### config.mk
export PLATFORM = sky130hd
export DESIGN_NAME = stepctl_multi
export DESIGN_NICKNAME = d
export VERILOG_FILES = /design/src/rtl/stepctl_multi.sv
export SDC_FILE = /design/constraint.sdc
export NUM_CORES = 1
export LEC_CHECK = 0
export CAP_MARGIN = 20
export CORE_UTILIZATION = 55
export CTS_CLUSTER_SIZE = 10
export DETAILED_ROUTE_END_ITERATION = 6
export PLACE_DENSITY = 0.77
export SLEW_MARGIN = 20
export SYNTH_ARGS = -nofsm -noshare
export SYNTH_HDL_FRONTEND = slang
export SYNTH_SLANG_ARGS = --single-unit
### constraint.sdc
create_clock -name clk -period 3.5 [get_ports clk]
set_input_delay 0.875 -clock clk [delete_from_list [all_inputs] [get_ports clk]]
set_output_delay 0.875 -clock clk [all_outputs]
set_load 0.005 [all_outputs]
### src/rtl/stepctl_multi.sv
// stepctl_multi: N-channel closed-loop step controller with stall detection and abort.
//
// Each channel moves its motor a commanded number of encoder ticks at a latched PWM
// duty and direction. It pulses done on normal completion, and it enters FAULT when no
// encoder edge arrives for STALL_CYC cycles while running.
//
// Ports (channel i uses bit i, or slice [i*W +: W] for the wide buses):
//   clk        system clock
//   rst_n      asynchronous active-low reset
//   start      command strobe, accepted in IDLE only
//   abort      stop the move; also clears FAULT
//   ndegs      ticks to travel (CNT_W bits per channel)
//   speed      PWM on-cycles per period (16 bits per channel)
//   dir        requested direction, latched on an accepted start
//   encoder    raw asynchronous encoder pulses
//   pwm        PWM to the motor driver
//   motor_en   driver enable, high exactly while in RUN
//   motor_dir  latched direction
//   busy       high while in RUN
//   done       1-cycle pulse on normal completion
//   stall      high while in FAULT
module stepctl_multi #(
    parameter int unsigned NCH       = 2,
    parameter int unsigned CNT_W     = 16,
    parameter int unsigned PERIOD    = 16000,
    parameter int unsigned STALL_CYC = 1600000
) (
    input  logic                 clk,
    input  logic                 rst_n,
    input  logic [NCH-1:0]       start,
    input  logic [NCH-1:0]       abort,
    input  logic [NCH*CNT_W-1:0] ndegs,
    input  logic [NCH*16-1:0]    speed,
    input  logic [NCH-1:0]       dir,
    input  logic [NCH-1:0]       encoder,
    output logic [NCH-1:0]       pwm,
    output logic [NCH-1:0]       motor_en,
    output logic [NCH-1:0]       motor_dir,
    output logic [NCH-1:0]       busy,
    output logic [NCH-1:0]       done,
    output logic [NCH-1:0]       stall
);

    localparam int unsigned TMR_W  = $clog2(STALL_CYC + 1);
    localparam int unsigned PCNT_W = (PERIOD > 1) ? $clog2(PERIOD) : 1;

    localparam logic [TMR_W-1:0]  TMR_LAST  = TMR_W'(STALL_CYC - 1);
    localparam logic [TMR_W-1:0]  TMR_MAX   = '1;
    localparam logic [PCNT_W-1:0] PCNT_LAST = PCNT_W'(PERIOD - 1);
    localparam logic [CNT_W-1:0]  CNT_ONE   = CNT_W'(1);

    typedef enum logic [1:0] {
        StIdle  = 2'd0,
        StRun   = 2'd1,
        StFault = 2'd2
    } state_e;

    for (genvar i = 0; i < NCH; i++) begin : g_ch
        logic             start_c, abort_c, dir_c;
        logic [CNT_W-1:0] ndegs_c;
        logic [15:0]      speed_c, speed_clamped;

        state_e            state_q, state_d;
        logic [CNT_W-1:0]  cnt_q, cnt_d;
        logic              dir_q, dir_d;
        logic [15:0]       spd_q, spd_d;
        logic [TMR_W-1:0]  tmr_q, tmr_d;
        logic [PCNT_W-1:0] pcnt_q, pcnt_d;
        logic              sync1_q, sync2_q, prev_q;
        logic              tick;
        logic              pwm_q, pwm_d;
        logic              run_q, run_d;
        logic              done_q, done_d;
        logic              stall_q, stall_d;

        assign start_c = start[i];
        assign abort_c = abort[i];
        assign dir_c   = dir[i];
        assign ndegs_c = ndegs[i*CNT_W +: CNT_W];
        assign speed_c = speed[i*16 +: 16];

        // Any duty at or above the period means "always on"; clamping keeps the compare simple.
        assign speed_clamped = (32'(speed_c) > PERIOD) ? 16'(PERIOD) : speed_c;

        // Rising edge of the synchronised encoder input.
        assign tick = sync2_q & ~prev_q;

        always_comb begin
            state_d = state_q;
            cnt_d   = cnt_q;
            dir_d   = dir_q;
            spd_d   = spd_q;
            tmr_d   = tmr_q;
            pcnt_d  = pcnt_q;
            done_d  = 1'b0;

            unique case (state_q)
                StIdle: begin
                    if (start_c && !abort_c) begin
                        if (ndegs_c == '0) begin
                            done_d = 1'b1;
                        end else begin
                            state_d = StRun;
                            cnt_d   = ndegs_c;
                            dir_d   = dir_c;
                            spd_d   = speed_clamped;
                            tmr_d   = '0;
                            pcnt_d  = '0;
                        end
                    end
                end
                StRun: begin
                    pcnt_d = (pcnt_q == PCNT_LAST) ? '0 : pcnt_q + 1'b1;
                    if (abort_c) begin
                        state_d = StIdle;
                    end else if (tick && cnt_q == CNT_ONE) begin
                        state_d = StIdle;
                        cnt_d   = '0;
                        done_d  = 1'b1;
                    end else if (!tick && tmr_q == TMR_LAST) begin
                        state_d = StFault;
                    end else if (tick) begin
                        cnt_d = cnt_q - 1'b1;
                        tmr_d = '0;
                    end else if (tmr_q != TMR_MAX) begin
                        tmr_d = tmr_q + 1'b1;
                    end
                end
                StFault: begin
                    if (abort_c) begin
                        state_d = StIdle;
                    end
                end
                default: state_d = StIdle;
            endcase

            // Outputs are registered from the next state so they change on the same edge.
            run_d   = (state_d == StRun);
            stall_d = (state_d == StFault);
            pwm_d   = run_d && (32'(pcnt_d) < 32'(spd_d));
        end

        always_ff @(posedge clk or negedge rst_n) begin
            if (!rst_n) begin
                state_q <= StIdle;
                cnt_q   <= '0;
                dir_q   <= 1'b0;
                spd_q   <= '0;
                tmr_q   <= '0;
                pcnt_q  <= '0;
                sync1_q <= 1'b0;
                sync2_q <= 1'b0;
                prev_q  <= 1'b0;
                pwm_q   <= 1'b0;
                run_q   <= 1'b0;
                done_q  <= 1'b0;
                stall_q <= 1'b0;
            end else begin
                state_q <= state_d;
                cnt_q   <= cnt_d;
                dir_q   <= dir_d;
                spd_q   <= spd_d;
                tmr_q   <= tmr_d;
                pcnt_q  <= pcnt_d;
                sync1_q <= encoder[i];
                sync2_q <= sync1_q;
                prev_q  <= sync2_q;
                pwm_q   <= pwm_d;
                run_q   <= run_d;
                done_q  <= done_d;
                stall_q <= stall_d;
            end
        end

        assign pwm[i]       = pwm_q;
        assign motor_en[i]  = run_q;
        assign busy[i]      = run_q;
        assign motor_dir[i] = dir_q;
        assign done[i]      = done_q;
        assign stall[i]     = stall_q;
    end

endmodule

# --- After elaboration in Yosys (flattened, before gate mapping) ---
# Index checks and enable logic that the tools add are counted.
# W data, S select, Z words.
word_totals:
  register_bits: 154
  word_cells: 168
  input_bits: 74
  output_inout_bits: 12
op_classes:
  muxes: 70
  addsub: 6
  reduce_logical: 24
  bitwise: 6
  order_cmp: 4
  n_eq_ne: 32
op_table:
  columns: ["op", "n"]
  rows:
  - ["$mux W16", 20]
  - ["$mux W21", 14]
  - ["$mux W14", 6]
  - ["$pmux W21 S2", 2]
  - ["$pmux W16 S2", 2]
  - ["$pmux W14 S2", 2]
  - ["$add A21 B1 Y21 const B", 2]
  - ["$eq A21 B21 Y1 const B", 2]
  - ["$ne A21 B21 Y1 const B", 2]
  - ["$eq A16 B1 Y1 const B", 2]
  - ["$gt A16 B14 Y1 const B", 2]
  - ["$logic_not A16 Y1", 2]
  - ["$lt A14 B16 Y1", 2]
  - ["$sub A16 B1 Y16 const B", 2]
  - ["$add A14 B1 Y14 const B", 2]
  - ["$eq A14 B14 Y1 const B", 2]
  - ["$mux W2", 12]
  - ["$ne A2 B2 Y1 const B", 10]
  - ["$ne A3 B3 Y1 const B", 6]
  - ["$reduce_and A7 Y1", 2]
  - ["$pmux W2 S3", 2]
  - ["$reduce_and A6 Y1", 2]
  - ["$eq A2 B1 Y1 const B", 4]
  - ["$eq A2 B2 Y1 const B", 4]
  - ["9 further kinds", 34]

# --- Depth between registers and ports, before layout ---
# Gate-level depths: netlist of the first run.
depth:
  depth_word: 10
  mapped_depth: 14
  depth_no_buf: 14

# --- Worst setup path after synthesis of the first run ---
# No wires, ideal clock.
synth_timing:
  path_kind: "input port to flip-flop"
  from: "input ndegs[0]"
  to: "register g_ch[0].pwm_q"
  arrival_time_ns: 3.761
  setup_ns: 0.067
  path_buffers: 2
  cell_stages: 13
  required_time_ns: 3.433
  slack_ns: -0.328
  path_cell_list: "or4_4 o41ai_4 or4_1 buf_4 buf_2 o21a_1 ha_1 a21o_1 a21oi_1 nand4b_1 mux2_2 o2111ai_1 o2111a_1"
synth_via:
  elab_chain_len: 6
  elab_cells_between_ends: 13
  cone_classes: "order compare (1); eq/ne (1); mux (9); reduce/logical (2)"
synth_lines:
  columns: ["element", "line_no", "text"]
  rows:
  - ["start: declaration", "32", "input logic [NCH*CNT_W-1:0] ndegs,"]
  - ["$logic_not A16 Y1 *", "100", "if (ndegs_c == '0) begin"]
  - ["$mux W14 (tied with other cells)", "100", null]
  - ["$mux W14 (tied with other cells)", "99", "if (start_c && !abort_c) begin"]
  - ["$pmux W14 S2 (tied with other cells)", "97", "unique case (state_q)"]
  - ["$lt A14 B16 Y1 / $eq A2 B1 Y1 (equally long branches)", "140, 138", null]
  - ["$logic_and A1 B1 Y1 *", "140", "pwm_d = run_d && (32'(pcnt_d) < 32'(spd_d));"]
  - ["named net g_ch[0].pwm_d", "71", "logic pwm_q, pwm_d;"]
  - ["end signal: assignment", "168", "pwm_q <= pwm_d;"]
  - ["end: declaration", "71", null]
# Mark *: on every way through the listed nets, which the timed path passes. The rest lies on a longest branch.
# A chain may end at the register's enable or synchronous reset.

# --- Final worst setup path of the first run ---
layout_timing:
  from: "input ndegs[15]"
  to: "register g_ch[0].pwm_q"
layout_via:
  elab_chain_len: 6
  elab_cells_between_ends: 13
  cone_classes: "order compare (1); eq/ne (1); mux (9); reduce/logical (2)"
layout_lines:
  columns: ["element", "line_no", "text"]
  rows:
  - ["$logic_not A16 Y1", "100", null]
  - ["$mux W14", "100", null]
  - ["$mux W14", "99", null]
  - ["$pmux W14 S2", "97", null]
  - ["named net g_ch[0].pcnt_d[2]", "68", "logic [PCNT_W-1:0] pcnt_q, pcnt_d;"]
  - ["$lt A14 B16 Y1", "140", null]
  - ["$logic_and A1 B1 Y1", "140", null]
  - ["named net g_ch[0].pwm_d", "71", null]
# The timed path passes the listed nets, and every way through them passes these cells.

==> flow_summary.json, run 1 <==
{
  "ff2ff_setup_slack_ps": 260,
  "outcome": "finished, final reports clean",
  "swShare_pct": 29.5,
  "num_rows": 46,
  "min_to": "g_ch[0].sync2_q",
  "reg2reg_depth": 12,
  "crit_chain": "buf_6 -> or4_4 -> o41ai_4 -> buf_4 -> buf_12 -> nor4_4 -> nor2_2 -> ha_1 -> a21o_1 -> a21oi_2 -> nand4b_1 -> mux2_4 -> o2111ai_2 -> o2111a_1",
  "cts_tree": "done",
  "nets": 1311,
  "grt_max_degree": 64,
  "dieWidth_um": 131,
  "dieArea_mm2": 0.0171,
  "ys.flop_type": "dfrtp_1",
  "synth_cells": 1038,
  "min-delay-start": "g_ch[0].sync1_q",
  "viasPerCell": 6.03,
  "layout_setup_ws_ps": 47.6,
  "hpwl_mm": 16.6,
  "synth_area_mm2": 0.00914,
  "cap_violations": 0,
  "hp-class": "flop to flop",
  "holdWs_ps": 346,
  "post-route-min-period_ps": 3450,
  "switchingPower_w": 0.00156,
  "worstMarginPinSlew_ps": 875,
  "dpl.cell_count": 1391,
  "grt_pass1_wl_mm": 37.9,
  "htree_levels": 4,
  "crit_family": "compound AO/OA/AOI/OAI gates",
  "start_util_pct": 56.9,
  "io_buffers": 85,
  "ir_worst_vdd_v": 0.000371,
  "synth_edf_count": 0,
  "p_leak_nw": 5.12,
  "antenna_found_initial": 0,
  "worstSetupPathType": "input pin to flop",
  "cts_sinks": 154,
  "num_vias": 8620,
  "cp_slowest_stage_delay_ps": 560,
  "synth_cell_type_count": 73,
  "seq_area_mm2": 0.00385,
  "yosysSeqAreaShare_pct": 42.1,
  "place_congestion": 0.915,
  "n_fill_cell": 1198,
  "fmax_mhz": 290,
  "clkTransAtPathRegs_ps": 60,
  "cts_root_buf": "clkbuf_16",
  "antennaDiodeCount": 0,
  "core_area_mm2": 0.0161,
  "overflow": 0,
  "r2r-start": "g_ch[0].pcnt_q[0]",
  "synth-seq-cells": 154,
  "wl_mm": 23.4,
  "cp_max_fo": 3,
  "yosysWarnings": 0,
  "synth_area_per_cell_um2": 8.81,
  "worstSetupStartpointType": "input pin",
  "hold_buffers": 0,
  "finalClockSkew_ps": 9.87,
  "multi_input_area_mm2": 0.00497,
  "hold_depth": 0,
  "p_per_area_mw_per_mm2": 455,
  "grt_pass1_vias": 8095,
  "dp_slack_ps": -731,
  "clk_path_buf_depth": 2,
  "arrival_ps": 3830,
  "cp-end-kind": "flop",
  "io_pins": 86,
  "instances_no_fill": 1430,
  "fin_util_pct": 72.5,
  "drtIter0Drc": 558,
  "required_ps": 3870,
  "rsz0062_at_grt": "yes",
  "ant_nets": 0,
  "firstDrtPassIters": 5,
  "clkLatencyLatePin_ps": 440,
  "p_int_w": 0.00374,
  "area_growth_syn_to_layout_pct": 27.4,
  "post-route-drc-count": 0,
  "syn_nets": 1146,
  "p_comb_share_pct": 22.4,
  "setup_violations": 0,
  "finalCritPeriodShare_pct": 98.6,
  "drv_slew": 0,
  "track_usage_pct": 28.3,
  "slew_headroom_pct": 41.2,
  "hold_viol": 0,
  "chipHeight_um": 131,
  "wl_per_cell_um": 16.4,
  "layout-drive-gt1-share_pct": 17.1,
  "p_clk_share_pct": 36.4,
  "synthArstFlopShare_pct": 100,
  "seq_power_share_pct": 41.2,
  "path_buf_inv": 3,
  "timing.rr.end": "g_ch[0].pwm_q",
  "cts_made_buffers": 17,
  "slowest_stage": "or4_4"
}
[cell usage after synthesis, types with 14 or more instances]
| cell type | n | area [um2] |
|---|---|---|
| a22o_1 | 17 | 149 |
| or4_1 | 22 | 165 |
| nand3_1 | 40 | 200 |
| a21oi_1 | 53 | 265 |
| o21ai_0 | 97 | 485 |
| ha_1 | 34 | 425 |
| nand2_1 | 107 | 402 |
| o31ai_1 | 37 | 278 |
| nor4_1 | 23 | 144 |
| dfrtp_1 | 154 | 3850 |
| nor3_1 | 36 | 180 |
| clkbuf_1 | 34 | 128 |
| inv_1 | 46 | 173 |
| nand4_1 | 24 | 150 |
| nor2_1 | 82 | 308 |
| buf_4 | 18 | 135 |
| or3_1 | 14 | 87.6 |
[power by group through the flow]
stage	clock (W)	sequential (W)	combinational, W
after floorplan	0	0.00214	0.000734
after global placement	0	0.00220	0.00111
after global routing	0.00201	0.00222	0.00132
after CTS	0.00194	0.00218	0.00117
after detailed placement	0	0.00221	0.00114
final	0.00193	0.00219	0.00119
[repair_timing]
action                     in CTS  in global routing
pin swaps                      34                 22
resized for setup              48                 27
buffers inserted                7                  3
setup endpoints to repair       2                  2
[worst max-delay path by stage]
| stage | startpoint | to | slack [ps] | cells after the start |
|---|---|---|---|---|
| 2_1_floorplan | ndegs[8] | g_ch[0].pwm_q | -180 | 13 |
| 3_3_place_gp | ndegs[8] | g_ch[0].pwm_q | -660 | 16 |
| 3_5_place_dp | ndegs[11] | g_ch[0].pwm_q | -730 | 13 |
| 4_1_cts | ndegs[2] | g_ch[0].pwm_q | 6 | 14 |
| 5_1_grt | ndegs[31] | g_ch[1].pwm_q | -60 | 15 |
| 6_report | ndegs[15] | g_ch[0].pwm_q | 50 | 14 |
[per-layer routing]
metal	routed length (um)	vias to the layer above	track usage, %
met2	11400	238	47.6
met1	10400	4148	36.3
met4	462	0	10.3
li1	-	4187	-
met5	0	-	0
met3	1150	47	5.58
[state kept, by name, summed over array words and instances (netlist names)]
signal / flops
g_ch.done_q: 2
g_ch.stall_q: 2
g_ch.pcnt_q: 28
g_ch.state_q: 4
g_ch.dir_q: 2
g_ch.prev_q: 2
g_ch.cnt_q: 32
g_ch.pwm_q: 2
g_ch.spd_q: 32
g_ch.tmr_q: 42
g_ch.sync1_q: 2
g_ch.sync2_q: 2
g_ch.run_q: 2
[layout make-up]
class                      count  area share, %
multi-input combinational    774           42.7
sequential                   154           33.1
timing repair buffer         209           15.3
clock buffer                  21           3.87
tap                          216           2.32
inverter                      47           1.51
clock inverter                 9           1.27
[cells in the final DEF, fill, tap and decap left out, types with 35 or more instances in the layout]
cell             count
dfrtp_1            154
buf_4              120
nand2_1            107
o21ai_0             93
nor2_1              81
clkdlybuf4s50_1     62
a21oi_1             51
inv_1               46
nand3_1             40
o31ai_1             36
nor3_1              35
[kinds of logic after synthesis]
group                      count (synthesis)  synth area share [%]
AOI/OAI and AO/OA                        305                  22.6
xor gates and xnor gates                   9                 0.862
adders and majority gates                 34                  4.65
buffers and inverters                    110                  5.38
DFF                                      154                  42.1
muxes                                      2                 0.233
and+or+nand+nor                          424                  24.1
[metrics by stage]
step                      TNS [ps]  instance area [um2]  total power, W
after floorplan               -184                 9170         0.00288
after detailed placement     -3750                10900         0.00335
after CTS                        0                11600         0.00529
final                            0                11600         0.00530
after global placement       -2610                10900         0.00331
after global routing          -111                11600         0.00555
(Power assumes the default switching activity.)
==> inputs of run 2 (changes only) <==
Settings changed: SETUP_SLACK_MARGIN set to 0.15.
==> run 2 against run 1 <==
- the run now ends with negative setup slack left
- final area grew 1.2%
- non-clock buffer count grew 6
- combinational power grew 6%
- global-route usage grew 0.52 points
- wire length grew 2.0%
- register-to-register slack lost 80 ps
- sequential power is essentially flat
==> flow_summary.json, run 2 (synthesis results as in run 1) <==
{
  "p_int_w": 0.00364,
  "cp_slowest_stage_delay_ps": 460,
  "met1_length_mm": 10.3,
  "hold_depth": 0,
  "antennaDiodeCount": 0,
  "worstMarginPinSlew_ps": 867,
  "path_buf_inv": 2,
  "p_per_area_mw_per_mm2": 447,
  "antenna_found_initial": 0,
  "final_cell_mix": "dfrtp_1, buf_4, nand2_1, o21ai_0, nor2_1",
  "finalPower_w": 0.00527,
  "timing.rr.end": "g_ch[0].pwm_q",
  "crit_cells": 14,
  "wl_mm": 23.9,
  "dr.max_layer_used": "met4",
  "cap_violations": 0,
  "finalClockSkew_ps": 11.0,
  "dieWidth_um": 131,
  "slowest_stage": "or4_4",
  "worstSetupPathType": "input pin to flop",
  "post-route-drc-count": 0,
  "p_comb_share_pct": 24.0,
  "start_util_pct": 56.9,
  "crit_chain": "clkdlybuf4s15_1 -> or4_4 -> o41ai_4 -> buf_4 -> nor2_2 -> o21bai_1 -> o21ai_1 -> o31ai_2 -> ha_1 -> a21oi_2 -> nand4b_1 -> mux2_4 -> o2111ai_2 -> o2111a_1",
  "largest_register": "g_ch.tmr_q",
  "reg2reg_depth": 12,
  "hp-class": "flop to flop",
  "worstSetupStartpointType": "input pin",
  "seq_power_share_pct": 41.4,
  "overflow": 0,
  "track_usage_pct": 28.8,
  "crit_family": "compound AO/OA/AOI/OAI gates",
  "cts_root_buf": "clkbuf_16",
  "wl_met2_mm": 11.7,
  "p_leak_nw": 5.25,
  "viasPerCell": 6.13,
  "wl_per_cell_um": 16.6,
  "ant_nets": 0,
  "crit_start": "ndegs[9]",
  "cts_made_buffers": 17,
  "p_clk_share_pct": 34.6,
  "dr_wl_met3_mm": 1.28,
  "grt_pass1_wl_mm": 38.7,
  "clkTransAtPathRegs_ps": 60,
  "ff2ff_setup_slack_ps": 180,
  "dpl.cell_count": 1392,
  "min_to": "g_ch[1].sync2_q",
  "fin_util_pct": 73.4,
  "layout-drive-gt1-share_pct": 20.2,
  "firstDrtPassIters": 5,
  "place_congestion": 0.916,
  "instances_no_fill": 1438,
  "htree_levels": 4,
  "hpwl_mm": 16.6,
  "core_area_mm2": 0.0161,
  "dieArea_mm2": 0.0171,
  "arrival_ps": 3970,
  "nets": 1317,
  "setup_violations": 1,
  "ir_worst_vdd_v": 0.000369,
  "layout_setup_ws_ps": -99.9,
  "num_rows": 46,
  "grt_max_degree": 67,
  "io_buffers": 85,
  "cp_max_fo": 4,
  "r2r-start": "g_ch[0].pcnt_q[0]",
  "finalCritPeriodShare_pct": 103,
  "fin_tns_setup_ps": -99.9,
  "cp-end-kind": "flop",
  "cts_sinks": 154,
  "clk_path_buf_depth": 2,
  "outcome": "finished with violations",
  "hold_viol": 0,
  "cts_tree": "done",
  "chipHeight_um": 131,
  "largest_reg_flops": 42,
  "clkLatencyLatePin_ps": 430,
  "drtIter0Drc": 843,
  "fmax_mhz": 278,
  "io_pins": 86,
  "min-delay-start": "g_ch[1].sync1_q",
  "post-route-min-period_ps": 3600,
  "layout_commonest_cell": "dfrtp_1",
  "violations": "negative setup slack",
  "grt_pass1_vias": 8132,
  "drv_slew": 0,
  "slew_headroom_pct": 41.8,
  "rsz0062_at_grt": "yes",
  "switchingPower_w": 0.00163,
  "area_growth_syn_to_layout_pct": 28.9,
  "num_vias": 8810,
  "swShare_pct": 30.9,
  "reg_top3": "g_ch.tmr_q: 42 flops, g_ch.cnt_q: 32 flops, g_ch.spd_q: 32 flops",
  "required_ps": 3870
}
==> run 2: changes by cell type in the layout (fill, tap and decap cells not counted), sizes merged <==
| cell | delta |
|---|---|
| buf | +18 |
| dlymetal6s2s | +8 |
| bufinv | -3 |
| dlygate4sd2 | -1 |
| clkinvlp | +1 |
| clkdlybuf4s50 | -14 |
| inv | +2 |
| clkdlybuf4s15 | +2 |
| clkinv | +2 |
| clkbuf | -7 |
==> run 2: routing by layer <==
layer  vias up  track usage, %
met5         -               0
met4         0            9.33
met3        49            5.09
met2       314            48.4
met1      4246            37.8
li1       4201               -
==> run 2: worst max-delay path by stage <==
| stage | endpoint | slack, ps |
|---|---|---|
| 2_1_floorplan | g_ch[0].pwm_q | -180 |
| 3_3_place_gp | g_ch[0].pwm_q | -730 |
| 3_5_place_dp | g_ch[0].pwm_q | -820 |
| 4_1_cts | g_ch[0].pwm_q | 20 |
| 5_1_grt | g_ch[0].pwm_q | -240 |
| 6_report | g_ch[0].pwm_q | -100 |
==> run 2: worst reg2reg max path, stage by stage (launching register included) <==
cell and delay (ps):
dfrtp_1 400, ha_1 180, and3_1 270, nand3_1 180, or4_1 600, a32o_2 320, ha_2 180, a21o_1 160
a21oi_2 190, nand4b_1 140, mux2_4 300, o2111ai_2 150, o2111a_1 190
==> run 2: power by group through the flow <==
stage	combinational, W	sequential (W)	clock, W
after detailed placement	0.00117	0.00220	0
final	0.00126	0.00218	0.00182
after global routing	0.00140	0.00222	0.00193
after floorplan	0.000735	0.00214	0
after CTS	0.00124	0.00217	0.00185
after global placement	0.00114	0.00220	0
==> run 2: metrics by stage <==
stage / hold WS, ps / cell area, um2 / worst slack, ps
after global placement: 332 / 10900 / -733
after detailed placement: 337 / 10900 / -824
after CTS: 352 / 11700 / 21.7
after global routing: 360 / 11800 / -244
after floorplan: 331 / 9180 / -184
final: 349 / 11800 / -99.9
==> run 2: timing repair <==
action,4_1_cts,5_1_grt
resized for setup,111,31
pin swaps,42,33
hold buffers,0,0
cloned,0,0
setup endpoints to repair,2,2
setup buffers,10,4
==> run 2: final cells by class <==
class	count	area [um2]
multi-input combinational	774	5030
fill	1164	4270
sequential	154	3850
timing repair buffer	215	1860
clock buffer	21	480
tap	216	270
inverter	47	176
clock inverter	11	111
==> RTL edit, RTL diff (flow settings as in run 2) <==
Encoding of `state_e`: now one-hot (3 bits for 3 states).
--- a/src/rtl/stepctl_multi.sv
+++ b/src/rtl/stepctl_multi.sv
@@ -49,10 +49,10 @@
     localparam logic [PCNT_W-1:0] PCNT_LAST = PCNT_W'(PERIOD - 1);
     localparam logic [CNT_W-1:0]  CNT_ONE   = CNT_W'(1);
 
-    typedef enum logic [1:0] {
-        StIdle  = 2'd0,
-        StRun   = 2'd1,
-        StFault = 2'd2
+    typedef enum logic [2:0] {
+        StIdle  = 3'b001,
+        StRun   = 3'b010,
+        StFault = 3'b100
     } state_e;
 
     for (genvar i = 0; i < NCH; i++) begin : g_ch
Function: same outputs for any inputs over 4 cycles, from zero or initial values and one cycle with rst_n low; so few cycles prove little.
==> RTL edit against run 2 <==
- wire length is 2.3% higher
- synthesized area is 2.0% lower
- design area is 1.4% lower
- largest power group unchanged
- critical endpoint is now g_ch[1].pwm_q
- setup slack better by 0.20 ns
- sequential cell count is 2 higher
- clock skew is 0.0017 ns lower
- critical path depth stayed put
- global-route usage is 1.4 points higher
- largest cell class unchanged
- total power is 27% higher
- fmax is 5.9% higher
==> RTL edit: results (changes against run 2) <==
| Metric | Value |
|---|---|
| Status | finished, final reports clean (was finished, violations left) |
| Met2 Use GR | 0.513 (was 0.484) |
| Vias in the first global route | 8,424 (was 8,132) |
| P_leak | 5.24 nW (was 5.25 nW) |
| Die area | 16,800 µm² (was 17,100 µm²) |
| Footprint of the multi-input gates | 4860 µm² (was 5030 µm²) |
| Post-synthesis sequential area ratio | 0.436 (was 0.421) |
| Worst path slowest cell | o41ai_2 (was or4_4) |
| Slowest stage delay, CP | 0.38 ns (was 0.46 ns) |
| Switching power | 2.32 mW (was 1.63 mW) |
| Non-clk buf share | 0.156 (was 0.158) |
| Critical R2R Launch | g_ch[1].state_q[0] (was g_ch[0].pcnt_q[0]) |
| GR Util met3 | 0.0495 (was 0.0509) |
| Peak fanout along the critical path | 5 (was 4) |
| Comb_multi_in | 743 (was 774) |
| Syn Area/Cell | 8.93 µm² (was 8.81 µm²) |
| Dpl cells | 1,357 (was 1,392) |
| Internal power | 4.37 mW (was 3.64 mW) |
| Clock skew | 0.00931 ns (was 0.0110 ns) |
| Share of total power in sequential cells | 0.365 (was 0.414) |
| Largest net degree at the start of global routing | 63 (was 67) |
| Worst setup path startpoint | ndegs[19] (was ndegs[9]) |
| First-pass GRT wire length | 39,900 µm (was 38,700 µm) |
| DR WL/cell | 17.4 µm (was 16.6 µm) |
| Peak supply drop | 567 µV (was 369 µV) |
| Drt total wl | 24,400 µm (was 23,900 µm) |
| #FFs+latches synth | 156 (was 154) |
| GRT Total Usage | 0.302 (was 0.288) |
| Post-Place Cell Area | 10,700 µm² (was 10,900 µm²) |
-- RTL edit: cell count changes after synthesis, sizes merged, moves of 14 or more --
| cell | before | now |
|---|---|---|
| a21oi | 54 | 68 |
| nand2 | 108 | 80 |
| nor2 | 82 | 56 |
| nor3 | 37 | 22 |
| o21ai | 97 | 126 |
-- RTL edit: cells by family (layout without fill, tap and decap cells) --
| group | after synthesis | after routing | share of synthesized area |
|---|---|---|---|
| flops | 156 | 156 | 0.436 |
| buf+inv | 105 | 288 | 0.0533 |
| simple gates | 359 | 359 | 0.217 |
| fa+ha+maj | 34 | 34 | 0.0475 |
| compound gates | 345 | 345 | 0.242 |
| xor+xnor | 4 | 4 | 0.00391 |
| mux | 1 | 1 | 0.00126 |
-- RTL edit: timing repair --
action,in CTS,in global routing
setup endpoints to repair,2,2
cloned,1,0
setup buffers,14,2
pin swaps,32,32
gates resized for setup,119,42
